`src/rtl/game_pkg.sv`:
```
// rtl/game_pkg.sv - shared state encoding and width defaults for the reaction game
package game_pkg;

    localparam int GAME_SCORE_W = 8;

    typedef enum logic [2:0] {
        ST_IDLE  = 3'd0,
        ST_ARM   = 3'd1,
        ST_RUN   = 3'd2,
        ST_PAUSE = 3'd3,
        ST_OVER  = 3'd4
    } game_state_e;

endpackage

```
`src/rtl/tick_prescaler.sv`:
```
// rtl/tick_prescaler.sv - divides the 1 ms strobe down to a registered 100 ms strobe
module tick_prescaler #(
    parameter int TICKS_PER_TENTH = 100
) (
    input  logic clk,
    input  logic rst,
    input  logic clr,
    input  logic run,
    input  logic ms1,
    output logic ms100
);

    localparam int CW = (TICKS_PER_TENTH > 1) ? $clog2(TICKS_PER_TENTH) : 1;
    localparam logic [CW-1:0] LAST = CW'(TICKS_PER_TENTH - 1);

    logic [CW-1:0] cnt_q, cnt_d;
    logic          ms100_q, ms100_d;

    // Count ms1 only while running; hold otherwise; pulse ms100 on wrap.
    always_comb begin
        cnt_d   = cnt_q;
        ms100_d = 1'b0;
        if (clr) begin
            cnt_d = '0;
        end else if (run && ms1) begin
            if (cnt_q == LAST) begin
                cnt_d   = '0;
                ms100_d = 1'b1;
            end else begin
                cnt_d = cnt_q + 1'b1;
            end
        end
    end

    // Counter and strobe registers with synchronous active-low reset.
    always_ff @(posedge clk) begin
        if (!rst) begin
            cnt_q   <= '0;
            ms100_q <= 1'b0;
        end else begin
            cnt_q   <= cnt_d;
            ms100_q <= ms100_d;
        end
    end

    assign ms100 = ms100_q;

endmodule

```
`src/rtl/game_round_ctrl.sv`:
```
// rtl/game_round_ctrl.sv - round sequencer: get-ready countdown, run/pause, scoring, high score
module game_round_ctrl
    import game_pkg::*;
#(
    parameter int TICKS_PER_TENTH = 100,
    parameter int ARM_TENTHS      = 30,
    parameter int SCORE_W         = GAME_SCORE_W
) (
    input  logic               clk,
    input  logic               rst,
    input  logic               ms1,
    input  logic               start,
    input  logic               pause,
    input  logic               hit,
    input  logic               timer_done,
    output logic               timer_en,
    output logic               ms100,
    output logic [4:0]         arm_left,
    output logic [SCORE_W-1:0] score,
    output logic [SCORE_W-1:0] hi_score,
    output logic               playing,
    output logic               game_over
);

    localparam logic [SCORE_W-1:0] SCORE_MAX = '1;
    localparam logic [4:0]         ARM_LOAD  = 5'(ARM_TENTHS);

    game_state_e        state_q, state_d;
    logic [4:0]         arm_q, arm_d;
    logic [SCORE_W-1:0] score_q, score_d;
    logic [SCORE_W-1:0] hi_q, hi_d;
    logic               timer_en_q, timer_en_d;
    logic               playing_q, playing_d;
    logic               game_over_q, game_over_d;
    logic [SCORE_W-1:0] score_inc;
    logic               presc_clr;
    logic               presc_run;
    logic               tick_100;

    // The prescaler only advances while the get-ready or round countdown is live.
    assign presc_run = (state_q == ST_ARM) || (state_q == ST_RUN);

    tick_prescaler #(
        .TICKS_PER_TENTH (TICKS_PER_TENTH)
    ) u_presc (
        .clk   (clk),
        .rst   (rst),
        .clr   (presc_clr),
        .run   (presc_run),
        .ms1   (ms1),
        .ms100 (tick_100)
    );

    // Next-state, counters and registered output values for the round FSM.
    always_comb begin
        state_d   = state_q;
        arm_d     = arm_q;
        score_d   = score_q;
        hi_d      = hi_q;
        presc_clr = 1'b0;
        score_inc = (score_q == SCORE_MAX) ? score_q : score_q + 1'b1;

        case (state_q)
            ST_IDLE: begin
                if (start) begin
                    state_d   = ST_ARM;
                    arm_d     = ARM_LOAD;
                    score_d   = '0;
                    presc_clr = 1'b1;
                end
            end
            ST_ARM: begin
                if (tick_100) begin
                    if (arm_q <= 5'd1) begin
                        arm_d   = 5'd0;
                        state_d = ST_RUN;
                    end else begin
                        arm_d = arm_q - 5'd1;
                    end
                end
            end
            ST_RUN: begin
                if (timer_done) begin
                    // A hit landing with the expiry still counts toward the final score.
                    if (hit) begin
                        score_d = score_inc;
                        hi_d    = (score_inc > hi_q) ? score_inc : hi_q;
                    end else begin
                        hi_d    = (score_q > hi_q) ? score_q : hi_q;
                    end
                    state_d = ST_OVER;
                end else if (pause) begin
                    state_d = ST_PAUSE;
                end else if (hit) begin
                    score_d = score_inc;
                end
            end
            ST_PAUSE: begin
                if (start) begin
                    state_d   = ST_ARM;
                    arm_d     = ARM_LOAD;
                    score_d   = '0;
                    presc_clr = 1'b1;
                end else if (pause) begin
                    state_d = ST_RUN;
                end
            end
            ST_OVER: begin
                if (start) begin
                    state_d   = ST_ARM;
                    arm_d     = ARM_LOAD;
                    score_d   = '0;
                    presc_clr = 1'b1;
                end
            end
            default: begin
                // Corrupted state: recover to IDLE but keep the high score.
                state_d   = ST_IDLE;
                arm_d     = 5'd0;
                score_d   = '0;
                presc_clr = 1'b1;
            end
        endcase

        timer_en_d  = (state_d == ST_RUN);
        playing_d   = (state_d == ST_RUN);
        game_over_d = (state_d == ST_OVER);
    end

    // State and output registers with synchronous active-low reset.
    always_ff @(posedge clk) begin
        if (!rst) begin
            state_q     <= ST_IDLE;
            arm_q       <= 5'd0;
            score_q     <= '0;
            hi_q        <= '0;
            timer_en_q  <= 1'b0;
            playing_q   <= 1'b0;
            game_over_q <= 1'b0;
        end else begin
            state_q     <= state_d;
            arm_q       <= arm_d;
            score_q     <= score_d;
            hi_q        <= hi_d;
            timer_en_q  <= timer_en_d;
            playing_q   <= playing_d;
            game_over_q <= game_over_d;
        end
    end

    assign timer_en  = timer_en_q;
    assign ms100     = tick_100;
    assign arm_left  = arm_q;
    assign score     = score_q;
    assign hi_score  = hi_q;
    assign playing   = playing_q;
    assign game_over = game_over_q;

endmodule
```
`config.mk`:
```
export PLATFORM = sky130hd
export DESIGN_NAME = game_round_ctrl
export DESIGN_NICKNAME = d
export VERILOG_FILES = /design/src/rtl/game_pkg.sv /design/src/rtl/tick_prescaler.sv /design/src/rtl/game_round_ctrl.sv
export SDC_FILE = /design/constraint.sdc
export NUM_CORES = 1
export LEC_CHECK = 0
export ABC_CLOCK_PERIOD_IN_PS = 2900
export CAP_MARGIN = 10
export CORE_AREA = 2 2 72 74
export DETAILED_ROUTE_END_ITERATION = 7
export DIE_AREA = 0 0 74 76
export PLACE_DENSITY = 0.8
export SKIP_LAST_GASP = 1
export SLEW_MARGIN = 10
export SYNTH_ARGS = -nofsm -noshare
export SYNTH_HDL_FRONTEND = slang
export SYNTH_SLANG_ARGS = --single-unit
```
`constraint.sdc`:
```
create_clock -name clk -period 2.9 [get_ports clk]
set_input_delay 0.29 -clock clk [delete_from_list [all_inputs] [get_ports clk]]
set_output_delay 0.29 -clock clk [all_outputs]
set_load 0.1 [all_outputs]
```
=== Word-level counts from Yosys, hierarchy flattened ===
Cells that the tools add are included.

* Output and inout port bits: 25
* Word-level logic and storage cells: 67
* ROM bits: 0
* Bits in registers: 34
* Memories kept: 0
* Latch bits: 0
* Input bits: 7
* RAM bits: 0

* Reduce and logical (&&, ||, !) cells: 12
* Multiplexer cells: 25
* Magnitude comparators: 3
* Div/mod/pow operators: 0
* Equality and inequality tests: 12
* Shifts and indexed selects: 0
* Add/subtract/negate cells: 3
* Bitwise logic cells: 4
* Multiply operators: 0

{| class="wikitable"
|+ Operators with widths
! kind !! count
|-
| 8-bit 2-to-1 mux || 8
|-
| 8-bit one-hot mux with 3 select lines || 1
|-
| 3-bit 2-to-1 mux || 7
|-
| 8-bit > comparator || 2
|-
| 5-bit 2-to-1 mux || 3
|-
| 5-bit one-hot mux with 3 select lines || 1
|-
| 3-bit one-hot mux with 4 select lines || 1
|-
| 3-bit by 2-bit equality test with 1-bit output, second input constant || 3
|-
| 8-bit by 1-bit adder with 8-bit output, second input constant || 1
|-
| 8-bit equality test, second input constant || 1
|-
| 7-bit by 1-bit adder with 7-bit output, second input constant || 1
|-
| 7-bit equality test, second input constant || 1
|-
| 7-bit 2-to-1 mux || 1
|-
| 3-bit equality test, second input constant || 2
|-
| 2-bit by 1-bit != test with 1-bit output, second input constant || 3
|-
| 3-bit AND reduction || 2
|-
| 2-bit OR reduction || 3
|-
| 3-bit OR reduction || 2
|-
| 5-bit by 1-bit less-or-equal comparator with 1-bit output, second input constant || 1
|-
| 5-bit by 1-bit subtractor with 5-bit output, second input constant || 1
|-
| 1-bit inverter || 4
|-
| 4-bit AND reduction || 1
|-
| 3-bit by 1-bit equality test with 1-bit output, second input constant || 1
|-
| 3-bit zero test || 1
|-
| other kinds (6) || 7
|}

=== Depth between registers and ports, before layout ===
* Depth in word-level cells: 6
* Depth in mapped cells: 13
* Mapped depth without buffers: 12

=== Hierarchy ===
Synthesis repeated with hierarchy kept, for this count alone.

* Cell total of the unflattened synthesis: 289
* Area, all modules: 2364.8 µm²

{| class="wikitable"
|+ Modules (own cells, without submodules)
! module !! times used !! cells an instance !! sequential area each (µm²) !! area each (µm²)
|-
| game_round_ctrl || 1 || 244 || 520.5 || 1970.6
|-
| tick_prescaler || 1 || 45 || 160.2 || 394.1
|}

=== Worst setup path before layout ===
OpenSTA, ideal clock, no wires.

* Path type: reg-to-reg
* Start: register score_q[0], in the netlist score[0]
* End: register hi_q[0], in the netlist hi_score[0]
* Path buffers: 1
* Stages on the path, launching flop included: 14
* Required time: 2783 ps
* Arrival: 3503 ps
* Clock period less this slack: 3620 ps
* Library setup time: 117 ps
* Path slack: -720 ps
* Path through: dfxtp_1 ha_1 and4_4 nand4_4 buf_6 nand3_1 o21a_1 ha_1 a211o_1 a21oi_1 nand3_1 a22oi_1 nor2_1 o211a_1

* Longest elaborated chain between the ends: 5
* Elaborated cells between the ends (all ways): 11
* Classes of those cells: add/sub: 1; order compare: 2; eq/ne: 2; mux: 4; reduce/logical: 2

{| class="wikitable"
|+ Ends and longest elaborated chain
! item !! RTL line !! source
|-
| start, declared || game_round_ctrl.sv:30 || <nowiki>logic [SCORE_W-1:0] score_q, score_d;</nowiki>
|-
| start signal, assigned || game_round_ctrl.sv:143 || <nowiki>score_q <= score_d;</nowiki>
|-
| 8-bit by 1-bit adder with 8-bit output / 8-bit equality test (equally long branches) || game_round_ctrl.sv:61 || <nowiki>score_inc = (score_q == SCORE_MAX) ? score_q : score_q + 1'b1;</nowiki>
|-
| 8-bit 2-to-1 mux || game_round_ctrl.sv:61 ||
|-
| 8-bit > comparator || game_round_ctrl.sv:87 || <nowiki>hi_d = (score_inc > hi_q) ? score_inc : hi_q;</nowiki>
|-
| 2-bit by 1-bit != test with 1-bit output (no line) || -- ||
|-
| 4-bit AND reduction (no line) || -- ||
|-
| end signal, assigned || game_round_ctrl.sv:144 || <nowiki>hi_q <= hi_d;</nowiki>
|-
| end, declared || game_round_ctrl.sv:31 || <nowiki>logic [SCORE_W-1:0] hi_q, hi_d;</nowiki>
|}

Several ways; a longest one is shown, not always the timed one. The select of a mux whose other input is x is not followed.
A chain may end at the register's enable or synchronous reset.

=== Final worst setup path ===
* Start: register score_q[0], in the netlist score[0]
* End: register hi_q[2], in the netlist hi_score[2]

Same word-level chain as after synthesis.

==> impl_summary.txt <==
----------------------------------------------------
[Die]
  Std-Cell Core Area ... 0.00491 sq mm
  Die height ... between 70 and 80 um
  Die extent in x ... about 74 um
  Initial Utilization ... 48.4%
  Count of pins on the block boundary ... 32
  Std-Cell Rows ... 26
  Total Die Area ... 0.00562 sq mm

[Flow run]
  Number of max-cap violations ... 0

[Place]
  Cell count after placement ... approximately 380
  Placer Congestion ... 0.952
  Count of input and output buffers ... 31
  Minimum setup slack after placement ... between 0.1 and 0.15 ns
  Cell Area, Placed ... 0.00269 sq mm
  Estimated wirelength of the detail-placed design ... 4.13 mm

[Route]
  Final antenna-violating net count ... 0
  Starting DRT DRC Count ... about 230
  Via/cell ratio ... ~5.7
  Total number of vias ... approximately 2200
  DR DRC count ... 0
  DRT Wirelength ... 5.47 mm
  First-pass iteration count of the detailed router ... 4
  Per-cell routed wire length ... roughly 14 um

[Logic synthesis]
  Distinct cell type count of the synthesized netlist ... 52
  Net count of the mapped netlist ... 316
  Yosys synthesis warning count ... 0
  Synth Register Bits ... 34
  Sequential share of the synthesized area ... 28.6%
  Syn Inst Count ... between 200 and 300
  Share of flip-flops with an asynchronous set or reset ... 0%
  Post-Synthesis Cell Area ... between 0.002 and 0.0025 sq mm
  Number of flops mapped to enable cells by yosys ... 0
  Average footprint of a synthesized cell ... about 8.2 sq um
  Top flip-flop cell by instance count after synthesis ... sky130_fd_sc_hd__dfxtp_1

[Setup path]
  Arr. time, crit path ... 2.88 ns
  Startpoint-to-endpoint class of the critical path ... reg -> reg
  Max stage delay on crit path ... 0.41 ns
  Critical path, cell by cell ... ha_4, and4_4, nand4_4, buf_4, nand2_1, xnor2_1, ha_1, nand4_1, o21ai_0, a21oi_2, a22oi_2, nor2_2, o211a_1
  CP bufs+invs ... 1
  Setup crit start kind ... register
  Worst endpoint required time ... ~3 ns
  Setup crit start ... score[0]$_SDFFE_PN0P_
  Origin of the critical flop-to-flop path ... score[0]$_SDFFE_PN0P_
  Critical path capture point type ... register
  Worst path top cell family by delay ... compound AO/OA/AOI/OAI gates
  Highest fanout seen on the critical path ... 10
  Max stage delay cell, worst path ... sky130_fd_sc_hd__dfxtp_4

[GRT]
  Overall routing resource usage ... between 15 and 20%
  First-pass GRT wire length ... ~8.9 mm
  Fraction of met2 tracks used by global routing ... around a third
  Number of global-route vias before repair ... around 2000
  GR met1 Demand/Resource ... about a quarter
  Met3 global-route usage ... 4.37%
  Pin count of the biggest net entering global routing ... 21
  Remaining global-route overflow ... 0
  GRT Max-Usage Layer ... met2
  Number of antenna violations at the first check in global routing ... 0

[Clock network]
  Post-CTS Setup Bufs ... 0
  Clock insertion delay at the later pin of the skew report ... about 0.28 ns
  Maximum clock path buffer count ... 2
  Root cell of the clock tree ... sky130_fd_sc_hd__clkbuf_8
  Num Clock Sinks ... 34
  H-tree level count ... 2
  Number of buffers inserted by hold repair at cts ... 0
  TritonCTS clock tree ... yes
  Worst-path clk slew ... roughly 0.07 ns
  Num CTS Buffers ... 5

[Timing]
  # setup viols final ... 0
  Sum of negative setup slack ... 0 ns
  Pins over their slew limit ... 0
  Slew margin rel. ... between 60% and 70%
  Worst hold slack after final layout ... around 0.5 ns
  Transition time of the tightest slew-check pin ... a little over 0.5 ns
  Fin crit period ... 2.71 ns
  Fmax ... 0.369 GHz
  Final count of hold timing violations ... 0
  Share of the cycle needed by the critical path after routing ... 93.4%
  Unrepaired setup endpoints after global routing ... false
  Final setup margin ... ~0.19 ns
  Max Clock Skew ... between 0.005 and 0.006 ns

[Layout]
  Non-filler cells, final ... between 300 and 400
  Final-stage net count ... 343
  Count of fill cells added during filler insertion ... 430
  Final instance area ... approximately 0.0028 sq mm
  Total inserted antenna cells ... 0
  Share of layout cells above drive strength 1 ... approximately a fifth
  Synth-to-Final Area Change ... 17.3%

[Status]
  Run status ... completed

[Pwr]
  Peak supply drop ... around 0.23 mV
  Static leakage power ... about 0.0012 uW
  Power Dens Cells ... approximately 360 mW/mm^2

[Hold path]
  Startpoint of the most critical hold path ... hi_score[5]$_SDFFE_PN0P_
  Classification of the worst-slack hold path ... reg -> reg

----------------------------------------------------
tightest hold or removal path: stages (launching register included):
cell and delay [ns]:
sky130_fd_sc_hd__dfxtp_1 0.33, sky130_fd_sc_hd__nand2_1 0.06, sky130_fd_sc_hd__o21ai_0 0.06
synthesized netlist by cell type, types with 2 or more instances:
cell type,number,area share [%]
sky130_fd_sc_hd__a211o_1,3,1.1
sky130_fd_sc_hd__a21boi_1,2,0.63
sky130_fd_sc_hd__a21oi_1,17,3.6
sky130_fd_sc_hd__a22o_1,2,0.74
sky130_fd_sc_hd__a22oi_1,6,1.9
sky130_fd_sc_hd__a31oi_1,6,1.6
sky130_fd_sc_hd__and2_1,3,0.79
sky130_fd_sc_hd__and3_1,5,1.3
sky130_fd_sc_hd__buf_2,3,0.63
sky130_fd_sc_hd__buf_4,5,1.6
sky130_fd_sc_hd__clkbuf_1,4,0.63
sky130_fd_sc_hd__dfxtp_1,34,29
sky130_fd_sc_hd__ha_1,20,11
sky130_fd_sc_hd__inv_1,16,2.5
sky130_fd_sc_hd__mux2_2,2,0.95
sky130_fd_sc_hd__mux2i_1,4,1.7
sky130_fd_sc_hd__nand2_1,19,3.0
sky130_fd_sc_hd__nand2b_1,4,1.1
sky130_fd_sc_hd__nand3_1,13,2.7
sky130_fd_sc_hd__nand4_1,10,2.6
sky130_fd_sc_hd__nor2_1,26,4.1
sky130_fd_sc_hd__nor2b_1,11,2.9
sky130_fd_sc_hd__nor3_1,8,1.7
sky130_fd_sc_hd__o211a_1,5,2.1
sky130_fd_sc_hd__o211ai_1,3,0.95
sky130_fd_sc_hd__o21a_1,6,1.9
sky130_fd_sc_hd__o21ai_0,16,3.4
sky130_fd_sc_hd__xnor2_1,9,3.3
sky130_fd_sc_hd__xor2_1,4,1.5
worst paths after layout:
path	cells after the start	slack, ns	endpoint
max reg2reg	13	0.19	hi_score[2]$_SDFFE_PN0P_
min reg2reg	2	0.50	hi_score[5]$_SDFFE_PN0P_
max	13	0.19	hi_score[2]$_SDFFE_PN0P_
min	2	0.50	hi_score[5]$_SDFFE_PN0P_
layout make-up:
| type | instances | area, sq um | share of cell area [%] |
|---|---|---|---|
| tap | 70 | 87.6 | 3.14 |
| clock buffer | 5 | 68.8 | 2.47 |
| multi-input combinational | 226 | 1590 | 57.1 |
| inverter | 16 | 60.1 | 2.15 |
| sequential | 34 | 701 | 25.1 |
| clock inverter | 3 | 16.3 | 0.583 |
| timing repair buffer | 33 | 263 | 9.43 |
through the flow:
stage / total power [uW] / utilization [%]
after floorplan: 627 / -
after global placement: 664 / 54.7
after detailed placement: 666 / 54.7
after CTS: 1000 / 56.4
after global routing: 1040 / 56.7
final: 997 / 56.7
placed cells by master (no fill, tap or decap), drive strengths merged, types with 4 or more instances in the layout:
cell and count:
a21oi 17, a22oi 6, a31oi 6, and3 6, buf 27, clkbuf 5
clkdlybuf4s50 6, dfxtp 34, ha 20, inv 16, mux2i 4, nand2 19
nand2b 5, nand3 13, nand4 11, nor2 26, nor2b 11, nor3 9
o211a 5, o21a 6, o21ai 16, xnor2 10, xor2 4
sequential cells by signal (all words and copies together) (netlist names):
register,flops
hi_score,8
score,8
u_presc.cnt_q,7
arm_left,5
state_q,3
game_over,1
playing,1
u_presc.ms100,1
timing repair:
| item | in CTS | in global routing |
|---|---|---|
| endpoints found under the setup margin | 0 | 7 |
| resized for setup | 0 | 4 |
| hold endpoints to repair | 0 | 0 |
cells by family after synthesis:
| group | count (synthesis) | share of synthesized area, % |
|---|---|---|
| AOI/OAI and AO/OA | 75 | 21.4 |
| xor gates and xnor gates | 14 | 5.47 |
| adders and majority gates | 20 | 10.5 |
| buffers and inverters | 29 | 5.84 |
| DFF | 34 | 28.6 |
| muxes | 6 | 2.63 |
| and+or+nand+nor | 111 | 25.5 |
report_power, final:
| group | internal [uW] | switching (uW) |
|---|---|---|
| logic | 56.1 | 113 |
| registers | 472 | 15.7 |
| clock network | 164 | 176 |
metal layers:
| metal | share of wire [%] | vias to the layer above | wire [um] |
|---|---|---|---|
| li1 | - | 1094 | - |
| met1 | 44 | 1050 | 2410 |
| met2 | 51 | 51 | 2800 |
| met3 | 3.7 | 6 | 204 |
| met4 | 1.1 | 0 | 59 |
| met5 | 0 | - | 0 |
(Power assumes the default switching activity.)
